==> config.mk <==
export PLATFORM = sky130hd
export DESIGN_NAME = pipe_hazard_ctrl
export DESIGN_NICKNAME = d
export VERILOG_FILES = /design/src/rtl/hazard_pkg.sv /design/src/rtl/div_stall_fsm.sv /design/src/rtl/pipe_hazard_ctrl.sv
export SDC_FILE = /design/constraint.sdc
export NUM_CORES = 1
export LEC_CHECK = 0
export BUFFER_PORTS_ARGS = -buffer_cell sky130_fd_sc_hd__buf_2
export CAP_MARGIN = 5
export CORE_ASPECT_RATIO = 0.75
export CORE_MARGIN = 1.5
export CORE_UTILIZATION = 35
export CTS_CLUSTER_DIAMETER = 150
export DETAILED_ROUTE_END_ITERATION = 10
export HOLD_SLACK_MARGIN = 0.05
export PLACE_DENSITY = 0.73
export REMOVE_ABC_BUFFERS = 1
export SKIP_LAST_GASP = 1
export SLEW_MARGIN = 20
export SYNTH_ARGS = -nofsm -noshare
export SYNTH_HDL_FRONTEND = slang
export SYNTH_HIERARCHICAL = 1
export SYNTH_SLANG_ARGS = --single-unit
==> constraint.sdc <==
create_clock -name clk -period 3.5 [get_ports clk]
set_clock_uncertainty 0.05 [all_clocks]
set_input_delay 0.7 -clock clk [delete_from_list [all_inputs] [get_ports clk]]
set_output_delay 0.7 -clock clk [all_outputs]
set_load 0.01 [all_outputs]
==> src/rtl/hazard_pkg.sv <==
// rtl/hazard_pkg.sv - forwarding codes, HI/LO select codes and divide-FSM state type
package hazard_pkg;

  // Forwarding mux selects for the E-stage operand muxes
  localparam logic [1:0] FWD_NONE = 2'b00;
  localparam logic [1:0] FWD_W    = 2'b01;
  localparam logic [1:0] FWD_M    = 2'b10;

  // HI/LO read-source selects for forwardhiloE
  localparam logic [2:0] HILO_NONE  = 3'b000;
  localparam logic [2:0] HILO_HI_RF = 3'b001;
  localparam logic [2:0] HILO_LO_RF = 3'b010;
  localparam logic [2:0] HILO_HI_M  = 3'b011;
  localparam logic [2:0] HILO_LO_M  = 3'b100;
  localparam logic [2:0] HILO_HI_W  = 3'b101;
  localparam logic [2:0] HILO_LO_W  = 3'b110;

  typedef enum logic [1:0] {
    DIV_IDLE = 2'b00,
    DIV_BUSY = 2'b01,
    DIV_DONE = 2'b10
  } div_state_t;

endpackage

==> src/rtl/div_stall_fsm.sv <==
// rtl/div_stall_fsm.sv - multi-cycle divide stall sequencer (IDLE/BUSY/DONE)
module div_stall_fsm
  import hazard_pkg::*;
#(
  parameter int DIV_CYCLES = 32
) (
  input  logic clk,
  input  logic rst,
  input  logic div_startE,
  input  logic excM,
  input  logic memstall,
  output logic divstall,
  output logic div_doneE
);

  // Issue cycle stalls from IDLE, then BUSY covers the remaining DIV_CYCLES-1 cycles
  localparam int CW = (DIV_CYCLES > 2) ? $clog2(DIV_CYCLES) : 1;
  localparam logic [CW-1:0] LOAD = CW'(DIV_CYCLES - 2);

  div_state_t    state, state_n;
  logic [CW-1:0] cnt, cnt_n;

  // State and countdown registers
  always_ff @(posedge clk) begin
    if (rst) begin
      state <= DIV_IDLE;
      cnt   <= '0;
    end else begin
      state <= state_n;
      cnt   <= cnt_n;
    end
  end

  // Next-state and stall generation; an exception aborts any divide in flight
  always_comb begin
    state_n   = state;
    cnt_n     = cnt;
    divstall  = 1'b0;
    div_doneE = (state == DIV_DONE);
    case (state)
      DIV_IDLE: begin
        if (div_startE) begin
          divstall = 1'b1;
          state_n  = DIV_BUSY;
          cnt_n    = LOAD;
        end
      end
      DIV_BUSY: begin
        divstall = 1'b1;
        if (cnt == '0) state_n = DIV_DONE;
        else           cnt_n   = cnt - 1'b1;
      end
      DIV_DONE: begin
        if (!memstall) state_n = DIV_IDLE;
      end
      default: begin
        state_n = DIV_IDLE;
        cnt_n   = '0;
      end
    endcase
    if (excM) begin
      state_n  = DIV_IDLE;
      cnt_n    = '0;
      divstall = 1'b0;
    end
  end

endmodule

==> src/rtl/pipe_hazard_ctrl.sv <==
// rtl/pipe_hazard_ctrl.sv - pipeline hazard unit; HAZARD_PERF_EN enables stall perf counters
module pipe_hazard_ctrl
  import hazard_pkg::*;
#(
  parameter int REG_AW     = 5,
  parameter int DIV_CYCLES = 32,
  parameter int PERF_W     = 32
) (
  input  logic              clk,
  input  logic              rst,
  input  logic [REG_AW-1:0] rsD,
  input  logic [REG_AW-1:0] rtD,
  input  logic [REG_AW-1:0] rsE,
  input  logic [REG_AW-1:0] rtE,
  input  logic [REG_AW-1:0] writeregE,
  input  logic [REG_AW-1:0] writeregM,
  input  logic [REG_AW-1:0] writeregW,
  input  logic              branchD,
  input  logic              regwriteE,
  input  logic              memtoregE,
  input  logic              regwriteM,
  input  logic              memtoregM,
  input  logic              regwriteW,
  input  logic              mfhiE,
  input  logic              mfloE,
  input  logic              hi_writeM,
  input  logic              lo_writeM,
  input  logic              hi_writeW,
  input  logic              lo_writeW,
  input  logic              div_startE,
  input  logic              excM,
  input  logic              mem_reqM,
  input  logic              mem_readyM,
  input  logic              perf_clr,
  output logic              forwardaD,
  output logic              forwardbD,
  output logic [1:0]        forwardaE,
  output logic [1:0]        forwardbE,
  output logic [2:0]        forwardhiloE,
  output logic              stallF,
  output logic              stallD,
  output logic              stallE,
  output logic              stallM,
  output logic              flushD,
  output logic              flushE,
  output logic              flushM,
  output logic              flushW,
  output logic              div_busy,
  output logic              div_doneE,
  output logic [PERF_W-1:0] cnt_lw,
  output logic [PERF_W-1:0] cnt_br,
  output logic [PERF_W-1:0] cnt_div,
  output logic [PERF_W-1:0] cnt_mem
);

  logic lwstall, brstall, memstall, divstall, any_stall;

  // Decode-stage branch comparator forwarding from M
  assign forwardaD = (rsD != '0) && (rsD == writeregM) && regwriteM;
  assign forwardbD = (rtD != '0) && (rtD == writeregM) && regwriteM;

  // Execute-stage operand forwarding; the younger M result wins over W
  always_comb begin
    forwardaE = FWD_NONE;
    forwardbE = FWD_NONE;
    if (rsE != '0 && rsE == writeregM && regwriteM)      forwardaE = FWD_M;
    else if (rsE != '0 && rsE == writeregW && regwriteW) forwardaE = FWD_W;
    if (rtE != '0 && rtE == writeregM && regwriteM)      forwardbE = FWD_M;
    else if (rtE != '0 && rtE == writeregW && regwriteW) forwardbE = FWD_W;
  end

  // HI/LO read source for mfhi/mflo in E
  always_comb begin
    forwardhiloE = HILO_NONE;
    if (mfhiE)      forwardhiloE = hi_writeM ? HILO_HI_M : (hi_writeW ? HILO_HI_W : HILO_HI_RF);
    else if (mfloE) forwardhiloE = lo_writeM ? HILO_LO_M : (lo_writeW ? HILO_LO_W : HILO_LO_RF);
  end

  assign lwstall  = memtoregE && (rtE != '0) && (rtE == rsD || rtE == rtD);
  assign brstall  = branchD &&
                    ((regwriteE && writeregE != '0 && (writeregE == rsD || writeregE == rtD)) ||
                     (memtoregM && writeregM != '0 && (writeregM == rsD || writeregM == rtD)));
  assign memstall = mem_reqM && !mem_readyM;

  div_stall_fsm #(.DIV_CYCLES(DIV_CYCLES)) u_div (
    .clk        (clk),
    .rst        (rst),
    .div_startE (div_startE),
    .excM       (excM),
    .memstall   (memstall),
    .divstall   (divstall),
    .div_doneE  (div_doneE)
  );

  // An exception overrides every stall so the flush can take effect
  assign any_stall = lwstall | brstall | divstall | memstall;
  assign stallM    = !excM && memstall;
  assign stallE    = !excM && (divstall || memstall);
  assign stallD    = !excM && any_stall;
  assign stallF    = stallD;
  assign div_busy  = divstall;

  // Bubble into E only when E itself is free to advance
  assign flushD = excM;
  assign flushE = excM || ((lwstall || brstall) && !(divstall || memstall));
  assign flushM = excM;
  assign flushW = excM;

`ifdef HAZARD_PERF_EN
  logic [3:0]        perf_inc;
  logic [PERF_W-1:0] perf_q [4];

  assign perf_inc = {lwstall, brstall, divstall, memstall};

  // Saturating stall-cycle counters; clear takes priority over increment
  always_ff @(posedge clk) begin
    for (int i = 0; i < 4; i++) begin
      if (rst || perf_clr)                        perf_q[i] <= '0;
      else if (perf_inc[i] && (perf_q[i] != '1)) perf_q[i] <= perf_q[i] + PERF_W'(1);
    end
  end

  assign cnt_lw  = perf_q[3];
  assign cnt_br  = perf_q[2];
  assign cnt_div = perf_q[1];
  assign cnt_mem = perf_q[0];
`else
  logic unused_perf_clr;
  assign unused_perf_clr = perf_clr;
  assign cnt_lw  = '0;
  assign cnt_br  = '0;
  assign cnt_div = '0;
  assign cnt_mem = '0;
`endif

endmodule
==> flow_summary.toml, run 1 <==
[run_status]
outcome = "complete, no violations"

[clock_tree]
clk_path_buf_depth = 2
clock_sinks = 7
cts-root-buf = "clkbuf_8"
cts_buffers = 3
postCtsSetupBuffers = 0
htreeDepth = 1
clk_latency_ns = 0.23
clk_pin_slew_ns = 0.04
cts_tree = "yes"
hold_buffers = 0
cts_resized = 0

[placed_design]
dp_hpwl_um = 3900
routabilityCongestion = 0.819
dp_cells = 429
io_buffers = 71

[detailed_routing]
avgRoutedWirePerCell_um = 10.1
ant_nets = 0
vias = 1679
drc = 0
via_per_inst = 3.88
drtIter0Drc = 17
wl_um = 4350
dr.pass1.iters = 4

[worst_setup_path]
path_class = "primary input to primary output"
reg2reg_from = "u_div/cnt[0]$_SDFFE_PP0P_"
cp-start-kind = "primary input"
crit_path_start = "writeregM[1]"
rrSetupSlack_ns = 1.74
worstPathMaxFanout = 5
r2r_end = "u_div/cnt[3]$_SDFFE_PP0P_"
worstPathRequired_ns = 2.75
arrival_ns = 2.20
end_kind = "primary output"
reg2reg_depth = 6

[global_route]
grt_usage_pct = 11.3
grt_max_degree = 10
grt-busiest-layer = "met2"
grt_pass1_vias = 1362
grt_pass1_wl_um = 6220
grt_antenna_before_repair = 0
gr-total-overflow = 0
grt_util_met2_pct = 20.8
met1_usage_pct = 13.6
use_met3_pct = 1.78

[synth]
synth_top_cell_by_area = "buf_4"
synthCells = 297
syn_area_um2 = 2230
synth_edf_count = 0
ys_seq_area_share_pct = 6.27
yosysUniqueCellTypes = 45
synth_ff_type = "dfxtp_1"
syn_avg_cell_area_um2 = 7.52
yosys_register_bits = 7
yosys.area.top_type_share_pct = 44.7
ys_async_sr_fraction_pct = 0
yosysWarnings = 6
synth_area_leaders = "buf_4 (45%), xnor2_1 (11%), xor2_1 (8.6%), dfxtp_1 (6.3%), nor2_1 (1.8%)"

[floorplan]
row_count = 24
num_io_pins = 201
fp.dieH_um = 72.2
die_area_um2 = 6870
coreArea_um2 = 5980
die_w_um = 95.2
initial_core_util_pct = 37.4

[sta]
setup_tns_ns = 0
hold_viol_final = 0
setup_viol = 0
fin_crit_sh_pct = 84.2
maxSlewViolCount = 0
max_freq_ghz = 0.339
finalCriticalPeriod_ns = 2.95
grt_setup_unrepaired = "false"
fin_worst_hold_slack_ns = 0.551

[hold_path]
min_to = "u_div/cnt[4]$_SDFFE_PP0P_"
min_path_cells = 1
hp-class = "flop to flop"
worstHoldStart = "u_div/cnt[4]$_SDFFE_PP0P_"

[cells_and_area]
diodes = 0
drive_gt1_share_pct = 23.1
fin_cells = 433
areaGrowthSynthToFinish_pct = -3.53
nNetsFinal = 412
fillers = 658
final_core_util_pct = 36.1

[power]
p_leak_nw = 1.14
total_power_w = 0.000441
power.density_nw_per_um2 = 204
vdd_ir_drop_max_v = 0.0000704

[flow_run]
maxCapViolations = 0
[cells by family after synthesis]
group	Yosys count	synth area share [%]
compound gates	30	9.80
fa+ha+maj	2	1.12
xor+xnor	51	20.0
buf+inv	151	48.5
other cells	1	0.168
flops	7	6.27
simple gates	55	14.1
[cell usage in the layout (no fill, tap or decap), drive strengths merged, types with 2 or more instances in the layout]
master and n:
a21oi 4, nand2b 2, or4 4, xnor2 29, nor4 3, nor2 11
inv 6, a31oi 2, nor2b 3, clkbuf 4, dfxtp 7, ha 2
o21ai 7, buf 72, nor3 7, or2 2, nand3 8, nand4 3
o31ai 3, conb 128, a41oi 2, xor2 22, nand2 8
[through the flow]
step / worst slack (ns) / cell area [µm²]
after floorplan: 0.867 / 1650
after global placement: 0.518 / 2110
after detailed placement: 0.523 / 2110
after CTS: 0.518 / 2150
after global routing: 0.445 / 2150
final: 0.553 / 2150
[cell type report]
class                      count  area (µm²)  share of cell area, %
multi-input combinational    266        1490                   69.0
timing repair buffer          72         363                   16.8
sequential                     7         140                   6.50
tap                           78        97.6                   4.53
clock buffer                   4        45.0                   2.09
inverter                       6        22.5                   1.05
[registers in the layout, indices dropped and copies added (netlist names)]
name and count:
u_div/cnt 5, u_div/state 2
[worst max path at each step]
stage | endpoint | slack, ns | cells past startpoint
floorplan | forwardaE[0] | 0.87 | 4
global placement | stallF | 0.52 | 7
detailed placement | stallD | 0.52 | 7
CTS | stallD | 0.52 | 7
global route | stallD | 0.45 | 7
finish | stallD | 0.55 | 7
[synth_stat cells, types with 2 or more instances]
library cell / instances
ha_1: 2
nand3_1: 7
a31oi_1: 2
buf_4: 133
dfxtp_1: 7
nand2_1: 8
xnor2_1: 29
nor4_1: 3
a41oi_1: 2
buf_6: 2
xor2_1: 22
nand4_1: 3
o21ai_0: 7
or4_1: 3
inv_1: 6
nor3_1: 7
o31ai_1: 3
nor2_1: 11
clkbuf_1: 8
a21oi_1: 4
nor2b_1: 3
nand2b_1: 2
[report_power, final]
group / leakage (nW) / switching, W / internal (W) / total [W]
logic: 1.06 / 0.000153 / 0.0000842 / 0.000237
clock network: 0.0228 / 0.0000339 / 0.0000787 / 0.000113
registers: 0.0573 / 0.00000663 / 0.0000843 / 0.0000909
total: 1.14 / 0.000193 / 0.000247 / 0.000441
[layer usage]
layer | vias to the layer above | routed length, µm
li1 | 827 | -
met1 | 763 | 1660
met2 | 87 | 2350
met3 | 2 | 313
met4 | 0 | 24
met5 | - | 0
[critical path, stage by stage]
cell	delay, ns
buf_2	0.15
or4_4	0.53
o211ai_2	0.14
a21oi_1	0.05
a41oi_1	0.29
a31oi_1	0.16
buf_2	0.16
(Power assumes the default switching activity.)
==> inputs of run 2 (changes only) <==
==> constraint.sdc (replaced) <==
create_clock -name clk -period 3 [get_ports clk]
set_clock_uncertainty 0.05 [all_clocks]
set_input_delay 0.6 -clock clk [delete_from_list [all_inputs] [get_ports clk]]
set_output_delay 0.6 -clock clk [all_outputs]
set_load 0.01 [all_outputs]
==> flow_summary.toml, run 2 (synthesis gave the netlist of run 1 again) <==
[run_status]
outcome = "complete, no violations"

[power]
swShare_pct = 44.0
clkPwrFrac_pct = 25.7
power.density_nw_per_um2 = 239
p_leak_nw = 1.14
vdd_ir_drop_max_v = 0.0000961
p_seq_share_pct = 20.6
p_switching_w = 0.000227
p_int_w = 0.000288
combinationalPowerShare_pct = 53.7

[global_route]
grt_max_degree = 10
gr-total-overflow = 0
grt_usage_pct = 11.2
grt_pass1_wl_um = 6220
grt_pass1_vias = 1385
grt_antenna_before_repair = 0

[sta]
maxSlewViolCount = 0
hold_viol_final = 0
setup_viol = 0
finalCriticalPeriod_ns = 2.82
max_freq_ghz = 0.355
grt_setup_unrepaired = "false"
setup_tns_ns = 0
fin_crit_sh_pct = 93.9

[hold_path]
min_to = "u_div/cnt[4]$_SDFFE_PP0P_"
worstHoldStart = "u_div/cnt[4]$_SDFFE_PP0P_"
min_path_cells = 1
hp-class = "flop to flop"

[clock_tree]
cts_buffers = 3
clk_latency_ns = 0.23
cts_resized = 0
cts_tree = "yes"
hold_buffers = 0
clock_sinks = 7
postCtsSetupBuffers = 0
clk_path_buf_depth = 2
htreeDepth = 1
cts-root-buf = "clkbuf_8"
clk_pin_slew_ns = 0.04

[placed_design]
dp_cells = 429
dp_hpwl_um = 3890
routabilityCongestion = 0.805
place_area_um2 = 2110
io_buffers = 71

[cells_and_area]
layout_common_cells = "conb_1 (128), buf_2 (71), xnor2_1 (29), xor2_1 (22), nor2_1 (11)"
fin_cells = 433
drive_gt1_share_pct = 23.1
mostFrequentLayoutCell = "conb_1"
areaGrowthSynthToFinish_pct = -3.53
largestRegisters = "u_div/cnt (5), u_div/state (2)"
design_area_um2 = 2150
diodes = 0
final_core_util_pct = 36.1
largest-register = "u_div/cnt"
nNetsFinal = 412
largest_reg_flops = 5

[worst_setup_path]
cp-start-kind = "primary input"
end_kind = "primary output"
rrSetupSlack_ns = 1.22
worstPathMaxFanout = 5
worstPathRequired_ns = 2.35
arrival_ns = 2.17
reg2reg_depth = 6
path_class = "primary input to primary output"
r2r_end = "u_div/cnt[3]$_SDFFE_PP0P_"
reg2reg_from = "u_div/cnt[0]$_SDFFE_PP0P_"

[detailed_routing]
avgRoutedWirePerCell_um = 10.1
wl_um = 4360
drtIter0Drc = 36
dr.pass1.iters = 4
drc = 0
via_per_inst = 3.91
ant_nets = 0
vias = 1692

[floorplan]
fp.dieH_um = 72.2
die_w_um = 95.2
initial_core_util_pct = 37.4
coreArea_um2 = 5980
die_area_um2 = 6870
num_io_pins = 201
row_count = 24

[flow_run]
maxCapViolations = 0
[run 2: cell counts in the layout (fill, tap and decap cells not counted)]
No cell type changed its count.
[run 2: worst max path at each step]
stage,endpoint,from,slack (ns)
6_report,stallD,writeregM[1],0.18
5_1_grt,stallD,writeregM[1],0.09
4_1_cts,stallD,writeregM[1],0.18
3_5_place_dp,stallD,writeregM[1],0.18
3_3_place_gp,stallF,writeregM[1],0.22
2_1_floorplan,forwardaE[0],rsE[1],0.57
[run 2: metal layers]
metal	up-vias	track usage, %	share of wire (%)
met4	0	1.66	0
met5	-	0	0
li1	826	-	-
met1	775	13.1	38
met2	91	21.7	55
met3	0	1.57	7.5
[run 2: area by class of cell]
cell class              instances  area, µm²
flip-flops and latches          7        140
well taps                      78       97.6
inverters                       6       22.5
multi-input cells             266       1490
clock buffers                   4       45.0
repair buffers                 72        363
fillers                       650       3820
[run 2: through the flow]
stage | hold WS [ns] | total power (W) | setup slack [ns]
finish | 0.552 | 0.000515 | 0.184
global route | 0.573 | 0.000557 | 0.0894
CTS | 0.536 | 0.000515 | 0.177
detailed placement | 0.526 | 0.000379 | 0.183
global placement | 0.513 | 0.000374 | 0.215
floorplan | 0.477 | 0.000283 | 0.567
[run 2: power groups by stage]
stage	Combinational (W)	Clock (W)	Sequential [W]
floorplan	0.000177	0	0.000106
detailed placement	0.000272	0	0.000108
global route	0.000308	0.000143	0.000107
finish	0.000276	0.000132	0.000106
global placement	0.000267	0	0.000107
CTS	0.000273	0.000136	0.000106
[run 2: worst max-delay path: stages]
cell      delay, ns
buf_2          0.14
or4_4          0.53
o211ai_2       0.14
a21oi_1        0.05
a41oi_1        0.36
a31oi_1        0.16
buf_2          0.17
